$ cat config.mk
export PLATFORM = sky130hd
export DESIGN_NAME = morse_char_tx
export DESIGN_NICKNAME = d
export VERILOG_FILES = /design/src/rtl/morse_pkg.sv /design/src/rtl/morse_encode_rom.sv /design/src/rtl/morse_char_tx.sv
export SDC_FILE = /design/constraint.sdc
export NUM_CORES = 1
export LEC_CHECK = 0
export BUFFER_PORTS_ARGS = -buffer_cell sky130_fd_sc_hd__buf_2
export CAP_MARGIN = 10
export CORE_MARGIN = 1.5
export CORE_UTILIZATION = 35
export CTS_CLUSTER_SIZE = 24
export DETAILED_ROUTE_END_ITERATION = 16
export MAX_ROUTING_LAYER = met4
export PLACE_DENSITY = 0.61
export SYNTH_ARGS = -nofsm -noshare
export SYNTH_HDL_FRONTEND = slang
export SYNTH_HIERARCHICAL = 1
export SYNTH_SLANG_ARGS = --single-unit
$ cat constraint.sdc
create_clock -name clk -period 1.8 [get_ports clk]
set_input_delay 0.36 -clock clk [delete_from_list [all_inputs] [get_ports clk]]
set_output_delay 0.36 -clock clk [all_outputs]
set_load 0.02 [all_outputs]
$ cat src/rtl/morse_pkg.sv
// morse_pkg: shared types and timing constants for the Morse character transmitter.
// The MORSE_WORD_GAP_EN macro enables space as a word-gap character in morse_encode_rom.
package morse_pkg;

   typedef enum logic [1:0] {
      SYM_END  = 2'd0,
      SYM_DOT  = 2'd1,
      SYM_DASH = 2'd2
   } sym_t;

   typedef enum logic [2:0] {
      IDLE,
      MARK,
      SPACE,
      CHARGAP,
      WORDGAP
   } tx_state_t;

   localparam int DOT_UNITS      = 1;
   localparam int DASH_UNITS     = 3;
   localparam int ELEM_GAP_UNITS = 1;
   localparam int CHAR_GAP_UNITS = 3;
   localparam int WORD_GAP_UNITS = 7;

   // code is right-aligned: the first element is code[len-1], 1 = dash
   typedef struct packed {
      logic       supported;
      logic [2:0] len;
      logic [3:0] code;
   } morse_code_t;

   function automatic morse_code_t mc(input logic [2:0] len, input logic [3:0] code);
      return {1'b1, len, code};
   endfunction

endpackage

$ cat src/rtl/morse_encode_rom.sv
// morse_encode_rom: combinational case-folded ASCII letter to Morse code lookup.
// With MORSE_WORD_GAP_EN defined, space maps to a supported zero-length code (word gap).
module morse_encode_rom
   import morse_pkg::*;
(
   input  logic [7:0]  char_in,
   output morse_code_t code
);

   logic [7:0] folded;

   always_comb begin
      folded = (char_in >= 8'h61 && char_in <= 8'h7A) ? char_in - 8'h20 : char_in;
      code = '0;
      case (folded)
         8'h41: code = mc(3'd2, 4'b0001);
         8'h42: code = mc(3'd4, 4'b1000);
         8'h43: code = mc(3'd4, 4'b1010);
         8'h44: code = mc(3'd3, 4'b0100);
         8'h45: code = mc(3'd1, 4'b0000);
         8'h46: code = mc(3'd4, 4'b0010);
         8'h47: code = mc(3'd3, 4'b0110);
         8'h48: code = mc(3'd4, 4'b0000);
         8'h49: code = mc(3'd2, 4'b0000);
         8'h4A: code = mc(3'd4, 4'b0111);
         8'h4B: code = mc(3'd3, 4'b0101);
         8'h4C: code = mc(3'd4, 4'b0100);
         8'h4D: code = mc(3'd2, 4'b0011);
         8'h4E: code = mc(3'd2, 4'b0010);
         8'h4F: code = mc(3'd3, 4'b0111);
         8'h50: code = mc(3'd4, 4'b0110);
         8'h51: code = mc(3'd4, 4'b1101);
         8'h52: code = mc(3'd3, 4'b0010);
         8'h53: code = mc(3'd3, 4'b0000);
         8'h54: code = mc(3'd1, 4'b0001);
         8'h55: code = mc(3'd3, 4'b0001);
         8'h56: code = mc(3'd4, 4'b0001);
         8'h57: code = mc(3'd3, 4'b0011);
         8'h58: code = mc(3'd4, 4'b1001);
         8'h59: code = mc(3'd4, 4'b1011);
         8'h5A: code = mc(3'd4, 4'b1100);
`ifdef MORSE_WORD_GAP_EN
         8'h20: code = mc(3'd0, 4'b0000);
`endif
         default: code = '0;
      endcase
   end

endmodule

$ cat src/rtl/morse_char_tx.sv
// morse_char_tx: ASCII-to-Morse transmitter producing a timed key signal and a dot/dash/end symbol stream.
// MORSE_WORD_GAP_EN (in morse_encode_rom) adds space as a 7-unit word gap.
module morse_char_tx
   import morse_pkg::*;
#(
   parameter int UNIT_CYCLES = 4
) (
   input  logic       clk,
   input  logic       rst_n,
   input  logic [7:0] char_in,
   input  logic       char_valid,
   output logic       char_ready,
   output logic       key_out,
   output logic       sym_valid,
   output logic [1:0] sym,
   output logic       busy,
   output logic       err
);

   localparam int CW = $clog2(7 * UNIT_CYCLES + 1);
   localparam logic [CW-1:0] DOT_LD  = CW'(DOT_UNITS * UNIT_CYCLES - 1);
   localparam logic [CW-1:0] DASH_LD = CW'(DASH_UNITS * UNIT_CYCLES - 1);
   localparam logic [CW-1:0] GAP_LD  = CW'(ELEM_GAP_UNITS * UNIT_CYCLES - 1);
   localparam logic [CW-1:0] CHAR_LD = CW'((CHAR_GAP_UNITS - ELEM_GAP_UNITS) * UNIT_CYCLES - 1);
   localparam logic [CW-1:0] WORD_LD = CW'(WORD_GAP_UNITS * UNIT_CYCLES - 1);

   tx_state_t   state;
   logic [CW-1:0] cnt;
   logic [2:0]  shreg;
   logic [2:0]  len;
   morse_code_t rom;
   logic [3:0]  aligned;
   logic        accept;

   morse_encode_rom u_rom (
      .char_in (char_in),
      .code    (rom)
   );

   // left-align the code so the element being sent next is always at the top
   assign aligned    = rom.code << (3'd4 - rom.len);
   assign accept     = char_valid && char_ready;
   assign char_ready = state == IDLE;
   assign busy       = state != IDLE;

   always_ff @(posedge clk or negedge rst_n) begin
      if (!rst_n) begin
         state     <= IDLE;
         cnt       <= '0;
         shreg     <= '0;
         len       <= '0;
         key_out   <= 1'b0;
         sym_valid <= 1'b0;
         sym       <= SYM_END;
         err       <= 1'b0;
      end else begin
         sym_valid <= 1'b0;
         err       <= 1'b0;
         case (state)
            IDLE: begin
               if (accept) begin
                  if (!rom.supported) begin
                     err <= 1'b1;
                  end else if (rom.len == 3'd0) begin
                     state <= WORDGAP;
                     cnt   <= WORD_LD;
                  end else begin
                     state     <= MARK;
                     cnt       <= aligned[3] ? DASH_LD : DOT_LD;
                     shreg     <= aligned[2:0];
                     len       <= rom.len;
                     key_out   <= 1'b1;
                     sym_valid <= 1'b1;
                     sym       <= aligned[3] ? SYM_DASH : SYM_DOT;
                  end
               end
            end
            MARK: begin
               if (cnt == '0) begin
                  state   <= SPACE;
                  cnt     <= GAP_LD;
                  key_out <= 1'b0;
               end else begin
                  cnt <= cnt - 1'b1;
               end
            end
            SPACE: begin
               if (cnt != '0) begin
                  cnt <= cnt - 1'b1;
               end else if (len > 3'd1) begin
                  state     <= MARK;
                  cnt       <= shreg[2] ? DASH_LD : DOT_LD;
                  shreg     <= {shreg[1:0], 1'b0};
                  len       <= len - 1'b1;
                  key_out   <= 1'b1;
                  sym_valid <= 1'b1;
                  sym       <= shreg[2] ? SYM_DASH : SYM_DOT;
               end else begin
                  state <= CHARGAP;
                  cnt   <= CHAR_LD;
               end
            end
            CHARGAP, WORDGAP: begin
               // end strobe is registered so it lands on the final gap cycle
               if (cnt == '0) begin
                  state <= IDLE;
               end else begin
                  cnt <= cnt - 1'b1;
                  if (cnt == CW'(1)) begin
                     sym_valid <= 1'b1;
                     sym       <= SYM_END;
                  end
               end
            end
            default: state <= IDLE;
         endcase
      end
   end

endmodule

==> results of run 1 <==
==> final cells by class <==
| cell class | instances | area [µm²] |
|---|---|---|
| Timing Repair Buffer | 89 | 689 |
| Inverter | 20 | 95.1 |
| Sequential cell | 19 | 477 |
| Fill cell | 429 | 1880 |
| Clock buffer | 4 | 45.0 |
| Multi-Input combinational cell | 162 | 1490 |
| Tap cell | 67 | 83.8 |
==> where the power goes <==
part           total, W  switching, W  internal, W
Combinational   0.00145      0.000763     0.000691
Sequential     0.000678      0.000119     0.000559
Clock          0.000296      0.000138     0.000157
Total           0.00243       0.00102      0.00141
==> per-layer routing <==
| layer | part of all wire (%) | track usage, % | vias up | routed length [µm] |
|---|---|---|---|---|
| met2 | 51 | 33.1 | 24 | 2560 |
| met4 | 0.50 | 3.09 | 0 | 25 |
| met1 | 46 | 24.7 | 886 | 2280 |
| met5 | 0 | - | - | 0 |
| met3 | 2.1 | 2.61 | 2 | 106 |
| li1 | - | - | 929 | - |
==> what timing repair did <==
action / in CTS / in global routing
buffers inserted: 4 / 8
endpoints found under the hold margin: 0 / 0
setup endpoints to repair: 20 / 20
resized for setup: 29 / 24
pin swaps: 13 / 12
gates cloned: 0 / 0
==> sequential cells by signal (all words and copies together) (netlist names) <==
register	flops
cnt	5
err	1
key_out	1
len	3
shreg	3
state	3
sym	2
sym_valid	1
==> kinds of logic after synthesis <==
kind of cell    synth area share, %
mux                            5.58
fa+ha+maj                      8.58
xor+xnor                       1.00
buf+inv                        7.51
compound gates                 23.9
flops                          27.2
simple gates                   26.3
==> worst max path at each step <==
stage                          to  slack, ps  depth (start not counted)
6_report       sym[0]$_DFFE_PN0P_       -680                         15
2_1_floorplan  sym[0]$_DFFE_PN0P_       -840                         14
3_5_place_dp   sym[0]$_DFFE_PN0P_      -1110                         15
3_3_place_gp   sym[1]$_DFFE_PN0P_      -1070                         14
4_1_cts        sym[0]$_DFFE_PN0P_       -680                         15
5_1_grt        sym[0]$_DFFE_PN0P_       -770                         15
==> worst max-delay path, stage by stage <==
cell	delay, ps
buf_8	90
inv_12	30
ha_4	220
o21a_1	170
nor3_2	170
nand3_4	150
nor4b_4	250
inv_1	100
ha_4	170
ha_4	280
nand2b_4	50
o22ai_2	180
o21ai_1	100
and4_1	150
a21o_1	150
==> metrics by stage <==
| stage | hold WS [ps] | total power (W) | util [%] | setup slack [ps] | instance area [µm²] |
|---|---|---|---|---|---|
| after floorplan | 64.4 | 0.00140 | - | -835 | 1930 |
| after global placement | 325 | 0.00182 | 52.4 | -1070 | 2490 |
| after detailed placement | 325 | 0.00183 | 52.4 | -1110 | 2490 |
| after CTS | 44.5 | 0.00223 | 56.6 | -675 | 2690 |
| after global routing | 60.3 | 0.00260 | 60.6 | -772 | 2880 |
| final | 34.9 | 0.00243 | 60.6 | -679 | 2880 |
==> cells in the mapped netlist, types with 2 or more instances <==
master | n | share of area [%]
nand2b_1 | 7 | 2.5
inv_1 | 19 | 4.1
dfrtp_1 | 19 | 27
mux2i_1 | 6 | 3.4
nand2_1 | 19 | 4.1
a211oi_1 | 4 | 1.7
nor3b_1 | 3 | 1.3
a21oi_1 | 11 | 3.1
ha_1 | 12 | 8.6
nor4b_1 | 3 | 1.5
o21ai_0 | 5 | 1.4
nor2b_4 | 2 | 1.6
nor2_1 | 19 | 4.1
a22oi_1 | 3 | 1.3
o41ai_1 | 2 | 1.0
a31oi_1 | 3 | 1.1
or3_1 | 2 | 0.72
o22ai_1 | 3 | 1.1
o21a_1 | 2 | 0.86
o21ai_1 | 10 | 2.9
buf_2 | 6 | 1.7
nand3_1 | 7 | 2.0
nand3b_1 | 3 | 1.3
nor3_1 | 7 | 2.0
o211ai_1 | 3 | 1.3
a21o_1 | 2 | 0.86
==> layout by cell type (no fill, tap or decap), drive strengths merged, types with 2 or more instances in the layout <==
master | Yosys | routed
a211oi | 4 | 4
nand3 | 8 | 8
nand2 | 19 | 19
clkbuf | 1 | 6
a21o | 2 | 2
nand2b | 7 | 7
or3 | 2 | 2
buf | 9 | 87
nor3 | 8 | 8
o22ai | 3 | 3
nor4b | 4 | 4
a21oi | 12 | 12
o41ai | 2 | 2
o21a | 2 | 2
nor3b | 3 | 3
inv | 20 | 20
dfrtp | 19 | 19
nor2 | 19 | 19
o211ai | 3 | 3
a31oi | 3 | 3
a22oi | 3 | 3
mux2i | 6 | 6
ha | 12 | 12
o21ai | 15 | 15
nand3b | 3 | 3
nor2b | 3 | 3
==> metrics.yaml, run 1 <==
outcome: "complete, but fails checks"
violations: "setup timing"
grt_pass1_vias: 1781
crit_fanout: 5
syn_to_final_growth_pct: 64.6
numCtsBuffers: 3
syn_nets: 234
finalSetupViolations: 17
dp.cells: 346
synth_edf_count: 0
setup_slack_ps: -679
drive_gt1_share_pct: 51.0
powerDensity_nw_per_um2: 843
tns_ps: -8970
drc_errors: 0
ir_worst_vdd_mv: 0.424
worst_pin_slew_ps: 534
ys_seq_area_share_pct: 27.2
slew_violations: 0
die_y_um: 73.7
ys_warn_count: 6
path_clk_slew_ps: 70
place_hpwl_um: 3570
grt_pass1_wl_um: 8000
required_ps: 1940
synth-async-reset-ratio_pct: 100
row_count: 25
start_kind: "input pin"
r2r_slack_ps: -110
leakage_nw: 1.27
finalClockSkew_ps: 4.60
yosys_most_used_dff: "dfrtp_1"
fin_cells: 361
die_area_um2: 5430
ioPinCount: 18
initial_core_util_pct: 36.8
min_path_type: "input pin to async pin"
netlist_instances: 211
cts_tree: "yes"
syn-cell-area_um2: 1750
vias: 1841
holdBufCountCts: 0
rsz0062_at_grt: "true"
gp_congestion: 0.828
finalNetCount: 318
fin_crit_ps: 2480
criticalPathCategory: "input pin to register"
drt_first_pass_iters: 4
crit_path_end_kind: "register"
root_buffer: "clkbuf_8"
first_iter_violations: 89
totalWireLength_um: 4960
h-tree-depth: 1
grt.total_usage_pct: 19.4
grt_start_max_net_pins: 20
die_w_um: 73.7
r2r_cells: 7
clk_latency_ps: 250
yosysUniqueCellTypes: 55
min_period_over_period_pct: 138
clock-sinks: 19
max_cap_viol_count: 0
startpoint: "char_in[6]"
max_freq_ghz: 0.403
antenna_found_initial: 0
io_buffers: 17
slew_headroom_pct: 63.9
postSynthAreaPerCell_um2: 8.29
n_antenna_cell: 0
reg2reg_to: "cnt[2]$_DFFE_PN0P_"
core_area_um2: 4750
viasPerCell: 5.10
synth-seq-cells: 19
antenna_left: 0
gr-total-overflow: 0
post_drt_wl_per_cell_um: 13.8
hold_viol: 0
arrival_ps: 2620
r2r_start: "cnt[1]$_DFFE_PN0P_"
cts_max_path_buffers: 2
Note: power is estimated with default switching activity, not from simulation.
==> run 2: changes to the inputs <==
--- a/config.mk
+++ b/config.mk
@@ -13,6 +13,7 @@
 export DETAILED_ROUTE_END_ITERATION = 16
 export MAX_ROUTING_LAYER = met4
 export PLACE_DENSITY = 0.61
+export REMOVE_ABC_BUFFERS = 1
 export SYNTH_ARGS = -nofsm -noshare
 export SYNTH_HDL_FRONTEND = slang
 export SYNTH_HIERARCHICAL = 1
==> constraint.sdc (replaced) <==
create_clock -name clk -period 1.8 [get_ports clk]
set_input_delay 0.18 -clock clk [delete_from_list [all_inputs] [get_ports clk]]
set_output_delay 0.18 -clock clk [all_outputs]
set_load 0.02 [all_outputs]
==> run 2 against run 1 <==
The flow still finishes with violations (setup timing). Sequential share of layout area grew 0.29 points. Die area unchanged. Highest routed layer unchanged. Final area fell by 2.0%. Clock power about the same. Total power down 4.3%. Largest power group unchanged. Utilization down 1.2 points. Hold slack gained 200 ps.
==> metrics.yaml, run 2 (same netlist as run 1, synthesis figures left out) <==
row_count: 25  # unchanged
cts_tree: "yes"  # unchanged
path_clk_slew_ps: 80  # was 70 ps
cp_cell_sequence: "buf_6, inv_4, ha_4, o21a_1, nor3_2, nand3_2, nor4b_4, inv_2, ha_4, ha_4, nand2_2, o22ai_4, o21ai_2, and4_1, a21o_1"  # was buf_8, inv_12, ha_4, o21a_1, nor3_2, nand3_4, nor4b_4, inv_1, ha_4, ha_4, nand2b_4, o22ai_2, o21ai_1, and4_1, a21o_1
violations: "setup timing"  # unchanged
fin_crit_ps: 2340  # was 2480 ps
numCtsBuffers: 3  # unchanged
hold_viol: 0  # unchanged
die_w_um: 73.7  # unchanged
antenna_left: 0  # unchanged
ioPinCount: 18  # unchanged
core_area_um2: 4750  # unchanged
root_buffer: "clkbuf_8"  # unchanged
grt_pass1_wl_um: 7700  # was 8000 µm
die_area_um2: 5430  # unchanged
die_y_um: 73.7  # unchanged
crit_fanout: 3  # was 5
antenna_found_initial: 0  # unchanged
first_iter_violations: 74  # was 89
top_register: "cnt"  # unchanged
initial_core_util_pct: 36.8  # unchanged
slew_violations: 0  # unchanged
start_kind: "input pin"  # unchanged
leakage_nw: 1.21  # was 1.27 nW
totalWireLength_um: 5150  # was 4960 µm
syn_to_final_growth_pct: 61.4  # was 64.6%
final.fill_count: 451  # was 429
grt_start_max_net_pins: 20  # unchanged
grt.total_usage_pct: 18.3  # was 19.4%
clock-sinks: 19  # unchanged
powerDensity_nw_per_um2: 823  # was 843 nW/µm²
gr-total-overflow: 0  # unchanged
viasPerCell: 5.35  # was 5.10
arrival_ps: 2500  # was 2620 ps
max_freq_ghz: 0.427  # was 0.403 GHz
path_delay_family: "simple AND/OR/NAND/NOR gates"  # unchanged
criticalPathCategory: "input pin to register"  # unchanged
register_area_um2: 475  # was 477 µm²
cts_max_path_buffers: 2  # unchanged
place_area_um2: 2240  # was 2490 µm²
fin_cells: 351  # was 361
rsz0062_at_grt: "true"  # unchanged
post_drt_wl_per_cell_um: 14.7  # was 13.8 µm
vias: 1877  # was 1841
h-tree-depth: 1  # unchanged
postLayoutCoreUtil_pct: 59.4  # was 60.6%
finalClockSkew_ps: 9.25  # was 4.60 ps
setup_slack_ps: -543  # was -679 ps
finalSetupViolations: 15  # was 17
clk_latency_ps: 250  # about the same
max_cap_viol_count: 0  # unchanged
finalNetCount: 308  # was 318
crit_path_end_kind: "register"  # unchanged
n_antenna_cell: 0  # unchanged
largest_reg_flops: 5  # unchanged
place_hpwl_um: 3430  # was 3570 µm
met3_usage_pct: 2.19  # was 2.61%
p_total_w: 0.00232  # was 0.00243 W
outcome: "complete, but fails checks"  # unchanged
drc_errors: 0  # unchanged
fin_area_um2: 2820  # was 2880 µm²
worst_pin_slew_ps: 585  # was 534 ps
multi_input_area_um2: 1520  # was 1490 µm²
min_path_type: "input pin to register"  # was input pin to async pin
io_buffers: 17  # unchanged
crit_top_cell: "ha_4"  # unchanged
path_buf_inv: 3  # unchanged
grt_pass1_vias: 1764  # was 1781
drt_first_pass_iters: 4  # unchanged
gr-max-usage-layer: "met2"  # unchanged
grt.met2_usage_pct: 33.7  # was 33.1%
slew_headroom_pct: 60.5  # was 63.9%
drive_gt1_share_pct: 50.4  # was 51.0%
min_period_over_period_pct: 130  # was 138%
dp.cells: 335  # was 346
critical-path-max-stage-delay_ps: 330  # was 280 ps
final_cell_mix: "53 x buf_4, 19 x dfrtp_1, 16 x nor2_1, 16 x nand2_1, 13 x buf_2"  # was 63 x buf_4, 18 x dfrtp_1, 17 x nand2_1
final_common_cell: "buf_4"  # unchanged
gp_congestion: 0.848  # was 0.828
grtUsageMet1_pct: 20.4  # was 24.7%
ir_worst_vdd_mv: 0.506  # was 0.424 mV
required_ps: 1950  # was 1940 ps
cp_slowest_cell: "nor4b_4"  # was ha_4
-- run 2: changes by cell type in the layout (fill, tap and decap cells not counted), moves of 2 or more --
cell      change
inv_1         -4
buf_6         +2
buf_4        -10
nand3_2       +2
inv_2         +5
o21ai_1       -2
clkbuf_4      -2
o21ai_2       +2
o22ai_2       -2
nor3_2        +2
-- run 2: what timing repair did --
action	CTS	global route
hold buffers	1	0
pin swaps	18	21
gates resized for setup	55	38
setup buffers	5	7
endpoints found under the setup margin	17	17
endpoints found under the hold margin	19	0
-- run 2: report_power, final --
group / leakage, nW / total, W / switching (W) / internal [W]
logic: 0.947 / 0.00135 / 0.000743 / 0.000606
clock network: 0.0228 / 0.000296 / 0.000139 / 0.000157
registers: 0.238 / 0.000679 / 0.000119 / 0.000560
-- run 2: worst reg2reg max path, cell delays in order (launching register included) --
cell and delay [ps]:
dfrtp_1 400, inv_2 80, ha_4 140, or4b_4 490
o311ai_4 240, a31o_2 190, o21ai_1 70, a21o_1 170
-- run 2: final cells by class --
| type | count | area share [%] |
|---|---|---|
| inverter | 20 | 3.01 |
| clock buffer | 4 | 1.60 |
| tap | 67 | 2.97 |
| timing repair buffer | 79 | 21.7 |
| multi-input combinational | 162 | 53.9 |
| sequential | 19 | 16.8 |
-- run 2: per-stage QoR --
stage / hold WS, ps / setup TNS, ps / setup WS [ps]
final: 238 / -4720 / -543
after global routing: 234 / -6590 / -675
after CTS: 212 / -4490 / -499
after detailed placement: 143 / -15650 / -1210
after global placement: 149 / -14440 / -1070
after floorplan: -116 / -10750 / -980
-- run 2: metal layers --
metal	up-vias	part of all wire, %
li1	912	-
met1	920	42
met2	33	55
met3	12	2.1
met4	0	1.8
met5	-	0
-- run 2: path summary, 6_finish.rpt --
| path | start | endpoint | slack (ps) | cells past startpoint |
|---|---|---|---|---|
| setup reg to reg | cnt[1]$_DFFE_PN0P_ | cnt[2]$_DFFE_PN0P_ | -80 | 7 |
| hold reg to reg | sym[0]$_DFFE_PN0P_ | sym[0]$_DFFE_PN0P_ | 500 | 1 |
| setup / recovery | char_in[6] | sym[0]$_DFFE_PN0P_ | -540 | 15 |
| max in group asynchronous | rst_n | shreg[0]$_DFFE_PN0P_ | 1090 | 2 |
| hold / removal | char_valid | err$_DFF_PN0_ | 240 | 2 |
| min in group asynchronous | rst_n | cnt[4]$_DFFE_PN0P_ | 400 | 2 |
